--- config.mk ---
export PLATFORM = sky130hd
export DESIGN_NAME = i2c_slave_ctrl
export DESIGN_NICKNAME = d
export VERILOG_FILES = /design/src/rtl/i2c_slave_ctrl.sv
export SDC_FILE = /design/constraint.sdc
export NUM_CORES = 1
export LEC_CHECK = 0
export ABC_AREA = 0
export BUFFER_PORTS_ARGS = -buffer_cell sky130_fd_sc_hd__buf_2
export CORE_AREA = 2 2 96 107
export DETAILED_ROUTE_END_ITERATION = 7
export DIE_AREA = 0 0 98 109
export GPL_TIMING_DRIVEN = 0
export MAX_ROUTING_LAYER = met4
export PLACE_DENSITY = 0.53
export SLEW_MARGIN = 15
export SYNTH_ARGS = -nofsm -noshare
export SYNTH_HDL_FRONTEND = slang
export SYNTH_SLANG_ARGS = --single-unit
--- constraint.sdc ---
create_clock -name clock_in -period 1.86 [get_ports clock_in]
set_clock_uncertainty 0.2 [all_clocks]
set_input_delay 0.279 -clock clock_in [delete_from_list [all_inputs] [get_ports clock_in]]
set_output_delay 0.279 -clock clock_in [all_outputs]
set_load 0.02 [all_outputs]
--- src/rtl/i2c_slave_ctrl.sv ---
// I2C slave protocol engine in front of a 128x8 RAM.
// Oversamples SCL/SDA, ACKs its address, and bridges bytes to RAM strobes.
module i2c_slave_ctrl #(
  parameter logic [6:0] SLAVE_ADDR  = 7'h50,
  parameter int         SYNC_STAGES = 2
) (
  input  logic       clock_in,
  input  logic       reset_in,
  input  logic       scl_in,
  input  logic       sda_in,
  output logic       sda_oe,
  output logic       wr_en_out,
  output logic       rd_en_out,
  output logic [6:0] addr_out,
  output logic [7:0] data_out,
  input  logic [7:0] data_in,
  output logic       busy_out
);

  typedef enum logic [3:0] {
    IDLE, DEV_ADDR, DEV_ACK, REG_ADDR, REG_ACK,
    WR_DATA, WR_ACK, RD_LOAD, RD_DATA, RD_MACK
  } state_t;

  logic [SYNC_STAGES-1:0] scl_sync, sda_sync;
  logic scl_s, sda_s, scl_d, sda_d;
  logic scl_rise, scl_fall, start, stop;

  always_ff @(posedge clock_in) begin
    if (reset_in) begin
      scl_sync <= '1;
      sda_sync <= '1;
      scl_d    <= 1'b1;
      sda_d    <= 1'b1;
    end else begin
      scl_sync <= {scl_sync[SYNC_STAGES-2:0], scl_in};
      sda_sync <= {sda_sync[SYNC_STAGES-2:0], sda_in};
      scl_d    <= scl_s;
      sda_d    <= sda_s;
    end
  end

  assign scl_s    = scl_sync[SYNC_STAGES-1];
  assign sda_s    = sda_sync[SYNC_STAGES-1];
  assign scl_rise = scl_s & ~scl_d;
  assign scl_fall = ~scl_s & scl_d;
  assign start    = scl_s & scl_d & sda_d & ~sda_s;
  assign stop     = scl_s & scl_d & ~sda_d & sda_s;

  state_t     state_q, state_n;
  logic [3:0] cnt_q, cnt_n;
  logic [7:0] shreg_q, shreg_n;
  logic [6:0] ptr_q, ptr_n;
  logic       rw_q, rw_n;
  logic       oe_n, wr_n, rd_n, busy_n;
  logic [6:0] addr_n;
  logic [7:0] data_n;
  logic [7:0] byte_v;

  always_ff @(posedge clock_in) begin
    if (reset_in) begin
      state_q   <= IDLE;
      cnt_q     <= '0;
      shreg_q   <= '0;
      ptr_q     <= '0;
      rw_q      <= 1'b0;
      sda_oe    <= 1'b0;
      wr_en_out <= 1'b0;
      rd_en_out <= 1'b0;
      addr_out  <= '0;
      data_out  <= '0;
      busy_out  <= 1'b0;
    end else begin
      state_q   <= state_n;
      cnt_q     <= cnt_n;
      shreg_q   <= shreg_n;
      ptr_q     <= ptr_n;
      rw_q      <= rw_n;
      sda_oe    <= oe_n;
      wr_en_out <= wr_n;
      rd_en_out <= rd_n;
      addr_out  <= addr_n;
      data_out  <= data_n;
      busy_out  <= busy_n;
    end
  end

  always_comb begin
    state_n = state_q;
    cnt_n   = cnt_q;
    shreg_n = shreg_q;
    ptr_n   = ptr_q;
    rw_n    = rw_q;
    oe_n    = sda_oe;
    wr_n    = 1'b0;
    rd_n    = 1'b0;
    addr_n  = addr_out;
    data_n  = data_out;
    busy_n  = busy_out;
    byte_v  = {shreg_q[6:0], sda_s};

    // post-write increment lands the cycle after the strobe
    if (wr_en_out) ptr_n = ptr_q + 7'd1;

    if (stop) begin
      state_n = IDLE;
      cnt_n   = '0;
      oe_n    = 1'b0;
      busy_n  = 1'b0;
    end else if (start) begin
      state_n = DEV_ADDR;
      cnt_n   = '0;
      oe_n    = 1'b0;
      busy_n  = 1'b1;
    end else begin
      unique case (state_q)
        IDLE: ;
        DEV_ADDR, REG_ADDR, WR_DATA: begin
          if (scl_rise) begin
            shreg_n = byte_v;
            cnt_n   = cnt_q + 4'd1;
            if (cnt_q == 4'd7) begin
              unique case (state_q)
                DEV_ADDR: begin
                  rw_n    = byte_v[0];
                  state_n = (byte_v[7:1] == SLAVE_ADDR)
                            ? DEV_ACK : IDLE;
                end
                REG_ADDR: begin
                  ptr_n   = byte_v[6:0];
                  state_n = REG_ACK;
                end
                default: begin
                  wr_n    = 1'b1;
                  addr_n  = ptr_q;
                  data_n  = byte_v;
                  state_n = WR_ACK;
                end
              endcase
            end
          end
        end
        DEV_ACK, REG_ACK, WR_ACK: begin
          // first fall pulls SDA, second fall releases it
          if (scl_fall) begin
            if (!sda_oe) begin
              oe_n = 1'b1;
            end else begin
              oe_n  = 1'b0;
              cnt_n = '0;
              if (state_q != DEV_ACK) begin
                state_n = WR_DATA;
              end else if (!rw_q) begin
                state_n = REG_ADDR;
              end else begin
                state_n = RD_LOAD;
                rd_n    = 1'b1;
                addr_n  = ptr_q;
              end
            end
          end
        end
        RD_LOAD: begin
          if (!rd_en_out) begin
            shreg_n = data_in;
            oe_n    = ~data_in[7];
            ptr_n   = ptr_q + 7'd1;
            cnt_n   = 4'd1;
            state_n = RD_DATA;
          end
        end
        RD_DATA: begin
          if (scl_fall) begin
            if (cnt_q == 4'd8) begin
              oe_n    = 1'b0;
              state_n = RD_MACK;
            end else begin
              shreg_n = {shreg_q[6:0], 1'b0};
              oe_n    = ~shreg_q[6];
              cnt_n   = cnt_q + 4'd1;
            end
          end
        end
        RD_MACK: begin
          if (scl_rise) begin
            shreg_n = {shreg_q[7:1], sda_s};
          end else if (scl_fall) begin
            if (!shreg_q[0]) begin
              state_n = RD_LOAD;
              rd_n    = 1'b1;
              addr_n  = ptr_q;
            end else begin
              state_n = IDLE;
            end
          end
        end
        default: state_n = IDLE;
      endcase
    end
  end

endmodule

==> run metrics, run 1 <==
commonest non-fill, non-tap cell in the layout dfxtp_1; Final WS setup -140 ps; GP Congestion 0.895; die width 98 um; max incr delay on CP 560 ps; Clk Latency, worst-skew pair 310 ps; Worst slew margin 56.5%; M1 WL 3830 um; final max-slew violation count 0; Top Layer Used met4; first-pass GRT wire length 13600 um; Peak VDD IR 0.000499 V; RR Startpoint state_q[0]; Critical Path Sink Type flip-flop; worst min path class primary input to flip-flop; hold_ws 123 ps; Synth cell types 65; GRT Util Overall 16.2%; DRC viols 0; Period minus WS final 2000 ps; Power Dens Cells 594 nW/um2; critical path fanouts, max 6; worst-path cell chain or4b_4, nor3_4, o211a_4, mux2_4; Final Hold Vio Count 0; ys async rst share 0%; First-pass DRT Iterations 5; met2 WL 4120 um; WP data arrival 2000 ps; initial antenna violation count 0; setup slack, reg-to-reg -140 ps; Comb pwr share 9.5%; Crit Path Class flip-flop to flip-flop; post-synthesis net count 338; H-tree depth 2; violated checks setup timing; Final ANT Viol Nets 0; WL/cell 17.0 um; CP bufs+invs 0; Vias/cell 5.44; leakage 1.52 nW; Worst R2R Path Depth 4; initial core utilization 29.1%; core area 9650 um2; worst hold stages 3; clock group share of total power 45.5%; FP Rows 38; largest net degree at the start of global routing 16; Met3 Wirelength 523 um; fin util 40.5%; Final HPWL DP 5660 um; Sw Ratio 22.2%; Max Root-Sink Buffers 2; port buffer count 30; syn_area_per_cell 8.68 um2; clk root buf clkbuf_8; crit share post-route 108%; EDFF count, synth 0; RSZ-0062 raised after global routing true; sequential group share of total power 45.1%; Placement Setup Slack -286 ps; Critical Path Stages 4; Yosys warning total 0; CP endpoint shreg_q[1]; status finished, violations left; Routed Wire Length 8740 um; Setup crit start kind flip-flop; layout cells sized above 1 39.3%; switching pwr 0.515 mW; floorplan die area 10700 um2; final setup TNS -1390 ps; vias in the first global route 2670; clk sink count 48; Worst setup startpoint state_q[0]; Nets 408; internal power 1.81 mW; clock slew at reported path FFs 100 ps; Placed Instances 473; Die H 109 um; Syn Inst Count 323; Congestion Overflow GR 0; actual slew at the worst max-slew pin 650 ps; Yosys reg bits 48; CP delay by family, top simple AND/OR/NAND/NOR gates; Synth Cell Area 2800 um2; endpoint of the lowest-slack register-to-register path shreg_q[1]; total number of vias 2795; CTS tree done; final setup vio count 20; I/O pin count 31; Crit path required time 1860 ps; worst hold path startpoint reset_in; sequential area share after synthesis 34.3%; 1st-iter DRT viols 210; slowest CP cell or4b_4; synth-to-layout area growth 39.3%; fmax 500 MHz; Top FF cell, synth dfxtp_1; most frequent cells in the layout dfxtp_1 (37), buf_4 (34), buf_2 (31); diode count 0; fin cells 514; Max Cap Viol 0; CTS Buf Count 5
## power groups by stage
stage | Combinational (mW) | Sequential, mW | Clock [mW]
after floorplan | 0.114 | 1.07 | 0
after global placement | 0.163 | 1.07 | 0
after detailed placement | 0.163 | 1.07 | 0
after CTS | 0.174 | 1.05 | 1.07
after global routing | 0.235 | 1.05 | 1.11
final | 0.219 | 1.05 | 1.06
## cell usage after synthesis (2+ instances only)
cell type	instances	area (um2)
dfxtp_1	48	961
nor2_1	21	78.8
nand2b_1	20	125
mux2i_1	19	190
nand2_1	18	67.6
a21oi_1	16	80.1
nor3_1	16	80.1
o22ai_1	15	93.8
clkbuf_1	11	41.3
xor2_1	10	87.6
buf_2	8	40.0
nand3_1	8	40.0
inv_1	7	26.3
nor2b_1	7	43.8
mux2_2	6	67.6
o21ai_0	6	30.0
or2_2	6	37.5
a22oi_1	5	37.5
and3_1	4	25.0
buf_4	4	30.0
ha_1	3	37.5
nand3b_1	3	22.5
nand4_1	3	18.8
o21a_1	3	22.5
o32ai_1	3	26.3
or3_1	3	18.8
xnor2_1	3	26.3
a211oi_2	2	25.0
a32oi_1	2	17.5
and2_1	2	12.5
and4b_1	2	20.0
nand4b_1	2	17.5
o22a_1	2	17.5
o31ai_1	2	15.0
o32a_1	2	20.0
or4b_1	2	20.0
## what timing repair did
item	4_1_cts	5_1_grt
endpoints found under the hold margin	2	0
endpoints found under the setup margin	40	40
hold buffers	2	0
gates cloned	1	0
setup buffers	14	21
resized for setup	37	67
pin swaps	14	18
## registers in the layout, summed over array words and instances, names as in the netlist
name and cells:
addr_out 7, busy_out 1, cnt_q 4, data_out 8, ptr_q 7, rd_en_out 1, rw_q 1, scl_d 1
scl_sync 2, sda_d 1, sda_oe 1, sda_sync 2, shreg_q 7, state_q 4, wr_en_out 1
## worst min path at each step
stage	slack, ps	to
floorplan	180	scl_sync[0]
global placement	190	scl_sync[1]
detailed placement	200	sda_sync[1]
CTS	170	shreg_q[0]
global route	120	rd_en_out
finish	120	rd_en_out
## final cells by class
cell class	instances	area, um2
multi-input cells	244	1990
repair buffers	67	457
inverters	7	26.3
clock buffers	5	68.8
flip-flops and latches	48	985
clock inverters	3	90.1
plain buffers	20	143
fillers	947	5750
well taps	120	150
## cell families after synthesis
kind of cell,after synthesis,synth area share [%]
adders and majority gates,3,1.34
xor gates and xnor gates,13,4.06
buffers and inverters,32,5.22
and+or+nand+nor,128,26.6
AOI/OAI and AO/OA,74,19.4
DFF,48,34.3
muxes,25,9.19
## layer usage
layer  track usage [%]  up-vias
li1                  -     1312
met1              20.2     1328
met2              26.2      126
met3              2.88       29
met4              6.55        0
met5                 -        -
## metrics by stage
step                area (um2)  power [mW]
finish                    3910        2.32
floorplan                 2810        1.18
global route              3910        2.39
global placement          3110        1.23
CTS                       3520        2.29
detailed placement        3110        1.23
## worst register-to-register path: stages, from the launching register on
cell	delay [ps]
dfxtp_4	380
or4b_4	560
nor3_4	170
o211a_4	270
mux2_4	320
Power figures use the tool's default switching activity.
==> inputs of run 2 (changes only) <==
Settings changed: ABC_AREA 0 to 1, CORE_AREA 2 2 96 107 to 2 2 95 106, DIE_AREA 0 0 98 109 to 0 0 97 108, GPL_ROUTABILITY_DRIVEN set to 0.
==> run 2 against run 1 <==
Compared with the run above: the run now ends clean; design area fell by 12%; die area fell by 1.9%; sequential share of layout area up 3.5 points; largest cell class unchanged.
==> run metrics, run 2 <==
fmax 562 MHz; initial antenna violation count 0; Period minus WS final 1780 ps; Yosys warning total 0; syn_area_per_cell 6.28 um2; Yosys reg bits 48; diode count 0; Max Cap Viol 0; total number of vias 2866; EDFF count, synth 0; Setup crit start kind flip-flop; leakage 1.63 nW; WP data arrival 1800 ps; Nets 500; Clk Latency, worst-skew pair 320 ps; WL/cell 12.7 um; WHS Endpoint shreg_q[5]; Power Dens Cells 1130 nW/um2; max incr delay on CP 350 ps; RR Startpoint sda_sync[1]; Routed Wire Length 7640 um; I/O pin count 31; CTS Buf Count 5; die width 97 um; Final HPWL DP 5690 um; RSZ-0062 raised after global routing true; H-tree depth 2; Vias/cell 4.75; first-pass GRT wire length 12500 um; final setup vio count 0; clk sink count 48; vias in the first global route 2645; post-synth top area share 35.1%; cell taking the most area after synthesis dfxtp_1; Syn Inst Count 435; Synth cell types 31; synth top area cells dfxtp_1 (35%), nand2_1 (16%), nor2_1 (10%), o21ai_0 (6.4%), inv_1 (6.2%); hold_ws 118 ps; slowest CP cell dfxtp_2; Final Hold Vio Count 0; post-synthesis net count 450; endpoint of the lowest-slack register-to-register path state_q[0]; Top cell by count, worst path nand2_1; actual slew at the worst max-slew pin 422 ps; Largest register FFs 8; crit share post-route 95.7%; synth cell count leaders nand2_1 (118), nor2_1 (76), dfxtp_1 (48); Critical Path Sink Type flip-flop; Worst R2R Path Depth 10; CTS tree done; Top FF cell, synth dfxtp_1; worst hold path startpoint data_in[5]; clk root buf clkbuf_8; Worst slew margin 71.9%; layout cells sized above 1 24.9%; Die H 108 um; port buffer count 29; most frequent cells in the layout nand2_1 (108), nor2_1 (69), inv_1 (43); Crit path required time 1880 ps; Filler cells 996; First-pass DRT Iterations 4; Peak VDD IR 0.000683 V; status finished clean; worst min path class primary input to flip-flop; Max Root-Sink Buffers 2; floorplan die area 10500 um2; largest net degree at the start of global routing 17; worst hold stages 5; Synth Cell Area 2730 um2; Final ANT Viol Nets 0; sequential area share after synthesis 35.1%; worst-path cell chain inv_1, nand2_1, nor2_2, nor2_1, nand2_1, nand2_1, nor2_1, nand4_1, nand2_1, nor2_1; top-count cell post-synth nand2_1; 1st-iter DRT viols 164; setup slack, reg-to-reg 80 ps; core area 9310 um2; Congestion Overflow GR 0; final max-slew violation count 0; DRC viols 0; critical path fanouts, max 6; final setup TNS 0 ps; ys async rst share 0%; GRT Util Overall 15.1%; clock slew at reported path FFs 100 ps; Reg with most FFs data_out; Crit Path Class flip-flop to flip-flop; initial core utilization 29.4%; synth-to-layout area growth 25.3%; commonest non-fill, non-tap cell in the layout nand2_1; FP Rows 37
run 2: cell families (layout without fill, tap and decap cells):
logic type | Yosys count | after routing | synth area share [%]
AND/OR/NAND/NOR | 255 | 255 | 40.0
AO/OA/AOI/OAI | 65 | 65 | 12.8
buffers and inverters | 59 | 110 | 9.06
flip-flops | 48 | 48 | 35.1
XOR/XNOR | 5 | 5 | 1.60
adder cells (fa/ha/maj) | 3 | 3 | 1.37
run 2: per-stage QoR:
| stage | instances | worst slack [ps] | util, % | power, mW | area, um2 |
|---|---|---|---|---|---|
| floorplan | 435 | 185 | - | 2.43 | 2730 |
| global placement | 581 | -232 | 32.5 | 2.77 | 3030 |
| detailed placement | 581 | -237 | 32.5 | 2.78 | 3030 |
| CTS | 594 | 39.7 | 34.9 | 3.77 | 3250 |
| global route | 603 | -22.6 | 36.8 | 4.16 | 3430 |
| finish | 603 | 80.6 | 36.8 | 3.86 | 3430 |
run 2: cell type report:
type	instances	area, um2	share of cell area [%]
plain buffers	8	56.3	1.64
well taps	117	146	4.27
flip-flops and latches	48	982	28.7
multi-input cells	328	1650	48.1
repair buffers	43	253	7.38
inverters	51	201	5.88
clock buffers	5	68.8	2.01
clock inverters	3	68.8	2.01
run 2: timing repair:
action / CTS / global route
pin swaps: 1 / 7
cloned: 0 / 1
endpoints found under the setup margin: 29 / 33
resized for setup: 17 / 37
hold buffers: 2 / 0
buffers inserted: 3 / 8
hold endpoints to repair: 2 / 0
run 2: worst max-delay path, delay by kind of cell (launching register included):
kind                   cells  cell delay, ps
AND/OR/NAND/NOR            9             930
flip-flops                 1             350
buffers and inverters      1             200
run 2: how the worst max path moves through the flow:
stage	from	end	slack [ps]	cells after the start
3_3_place_gp	cnt_q[0]	ptr_q[6]	-230	10
5_1_grt	state_q[2]	addr_out[3]	-20	12
3_5_place_dp	cnt_q[0]	ptr_q[6]	-240	10
4_1_cts	state_q[0]	addr_out[4]	40	11
6_report	sda_sync[1]	state_q[0]	80	10
2_1_floorplan	cnt_q[0]	ptr_q[6]	190	10
run 2: routing by layer:
| layer | wire (um) | global-route usage, % | up-vias |
|---|---|---|---|
| met3 | 276 | 2.84 | 6 |
| li1 | - | - | 1480 |
| met1 | 3580 | 18.4 | 1313 |
| met5 | 0 | - | - |
| met2 | 3670 | 25.1 | 67 |
| met4 | 108 | 5.73 | 0 |
run 2: where the power goes:
part / internal [mW] / switching [mW] / leakage [nW] / total, mW
Clock: 0.541 / 0.391 / 0.0687 / 0.932
Combinational: 0.566 / 1.02 / 1.16 / 1.58
Sequential: 1.19 / 0.152 / 0.394 / 1.34
==> inputs of run 3 (changes only) <==
Settings changed: CELL_PAD_IN_SITES_DETAIL_PLACEMENT set to 0, CELL_PAD_IN_SITES_GLOBAL_PLACEMENT set to 2, CORE_AREA 2 2 95 106 to 2 2 98 109, DIE_AREA 0 0 97 108 to 0 0 100 111, PLACE_DENSITY 0.53 to 0.79.
==> run 3 against run 2 <==
Compared with the run above: fmax up 1.4%; sequential share of layout area decreased by 0.31 points; routed wire length increased by 7.6%; global-route usage increased by 0.29 points; sequential power about the same.
==> run metrics, run 3 (same netlist as run 2, synthesis figures left out) <==
RSZ-0062 raised after global routing true; endpoint of the lowest-slack register-to-register path addr_out[0]; Period minus WS final 1760 ps; Max Root-Sink Buffers 2; initial antenna violation count 0; commonest non-fill, non-tap cell in the layout nand2_1; Worst setup startpoint state_q[0]; most frequent cells in the layout nand2_1 (111), nor2_1 (68), inv_1 (43); GR Util met2 24.7%; CTS Buf Count 5; Final WS setup 104 ps; Die H 111 um; RR Startpoint state_q[0]; Reg with most FFs data_out; Largest register FFs 8; final setup TNS 0 ps; worst min path class primary input to flip-flop; Crit Path Class flip-flop to flip-flop; fin cells 606; clk root buf clkbuf_16; crit share post-route 94.4%; met3 Track Usage GR 2.46%; Max Cap Viol 0; CTS tree done; final setup vio count 0; fmax 570 MHz; setup slack, reg-to-reg 100 ps; Nets 497; WHS Endpoint shreg_q[6]; Post-DP Area 3030 um2; vias in the first global route 2639; multi-input logic area 1650 um2; Power Dens Cells 1180 nW/um2; diode count 0; I/O pin count 31; leakage 1.65 nW; Vias/cell 4.61; Placement Setup Slack -263 ps; Routed Wire Length 8220 um; GR peak layer met2; total number of vias 2792; initial core utilization 26.9%; grt met1 use 20.2%; synth-to-layout area growth 26.7%; Clk Latency, worst-skew pair 300 ps; Final HPWL DP 6170 um; die width 100 um; status finished clean; cell area after layout 3460 um2; Final ANT Viol Nets 0; Filler cells 1172; critical path fanouts, max 6; fin util 34.1%; Worst R2R Path Depth 11; clk sink count 48; Register Area 982 um2; clock slew at reported path FFs 70 ps; DRC viols 0; WL/cell 13.6 um; Final Hold Vio Count 0; layout cells sized above 1 24.0%; worst hold path startpoint data_in[6]; final max-slew violation count 0; actual slew at the worst max-slew pin 583 ps; Peak VDD IR 0.000447 V; largest net degree at the start of global routing 16; Setup crit start kind flip-flop; WP data arrival 1750 ps; GRT Util Overall 15.4%; H-tree depth 2; FP Rows 39; Crit path required time 1850 ps; 1st-iter DRT viols 162; Congestion Overflow GR 0; floorplan die area 11100 um2; Worst slew margin 60.8%; core area 10100 um2; worst hold stages 5; first-pass GRT wire length 13200 um; port buffer count 29; Critical Path Sink Type flip-flop; First-pass DRT Iterations 4; Placed Instances 587
-- run 3: how the worst max path moves through the flow --
stage,to,slack (ps),cells past startpoint
4_1_cts,ptr_q[6],9,10
6_report,addr_out[0],100,11
3_3_place_gp,ptr_q[6],-290,10
2_1_floorplan,ptr_q[6],190,10
3_5_place_dp,ptr_q[6],-260,10
5_1_grt,cnt_q[1],-20,10
-- run 3: timing repair --
item                       in CTS  in global routing
setup endpoints to repair      32                 38
cloned                          0                  1
buffers inserted                2                  6
pin swaps                       3                  5
hold endpoints to repair        2                  0
resized for setup              14                 47
hold buffers                    2                  0
-- run 3: per-stage QoR --
stage                     total power [mW]  hold WS (ps)
final                                 4.07           144
after global routing                  4.39           188
after CTS                             3.95           146
after detailed placement              2.81           201
after global placement                2.80           201
after floorplan                       2.43           183
-- run 3: cell type report --
class                   count  share of cell area [%]
well taps                 123                    4.44
repair buffers             40                    6.83
flip-flops and latches     48                    28.4
inverters                  51                    5.85
clock buffers               6                    4.01
plain buffers               8                    1.84
clock inverters             2                    1.12
multi-input cells         328                    47.5
-- run 3: power by group --
group          total (mW)  switching [mW]  internal, mW
sequential           1.33           0.145          1.19
clock                1.10           0.429         0.675
combinational        1.64            1.06         0.574
-- run 3: critical path: stages (launching register included) --
cell and delay [ps]:
dfxtp_4 380, inv_6 90, nor2_4 40, nand2_2 110
clkinv_2 90, nand2_1 80, nand2_1 80, nor2_2 150
nand3_4 110, buf_4 180, nor2_1 80, nor2_1 50
-- run 3: layer usage --
metal | vias to the layer above | part of all wire (%)
li1 | 1473 | -
met1 | 1267 | 48
met2 | 42 | 48
met3 | 10 | 2.5
met4 | 0 | 1.5
met5 | - | 0
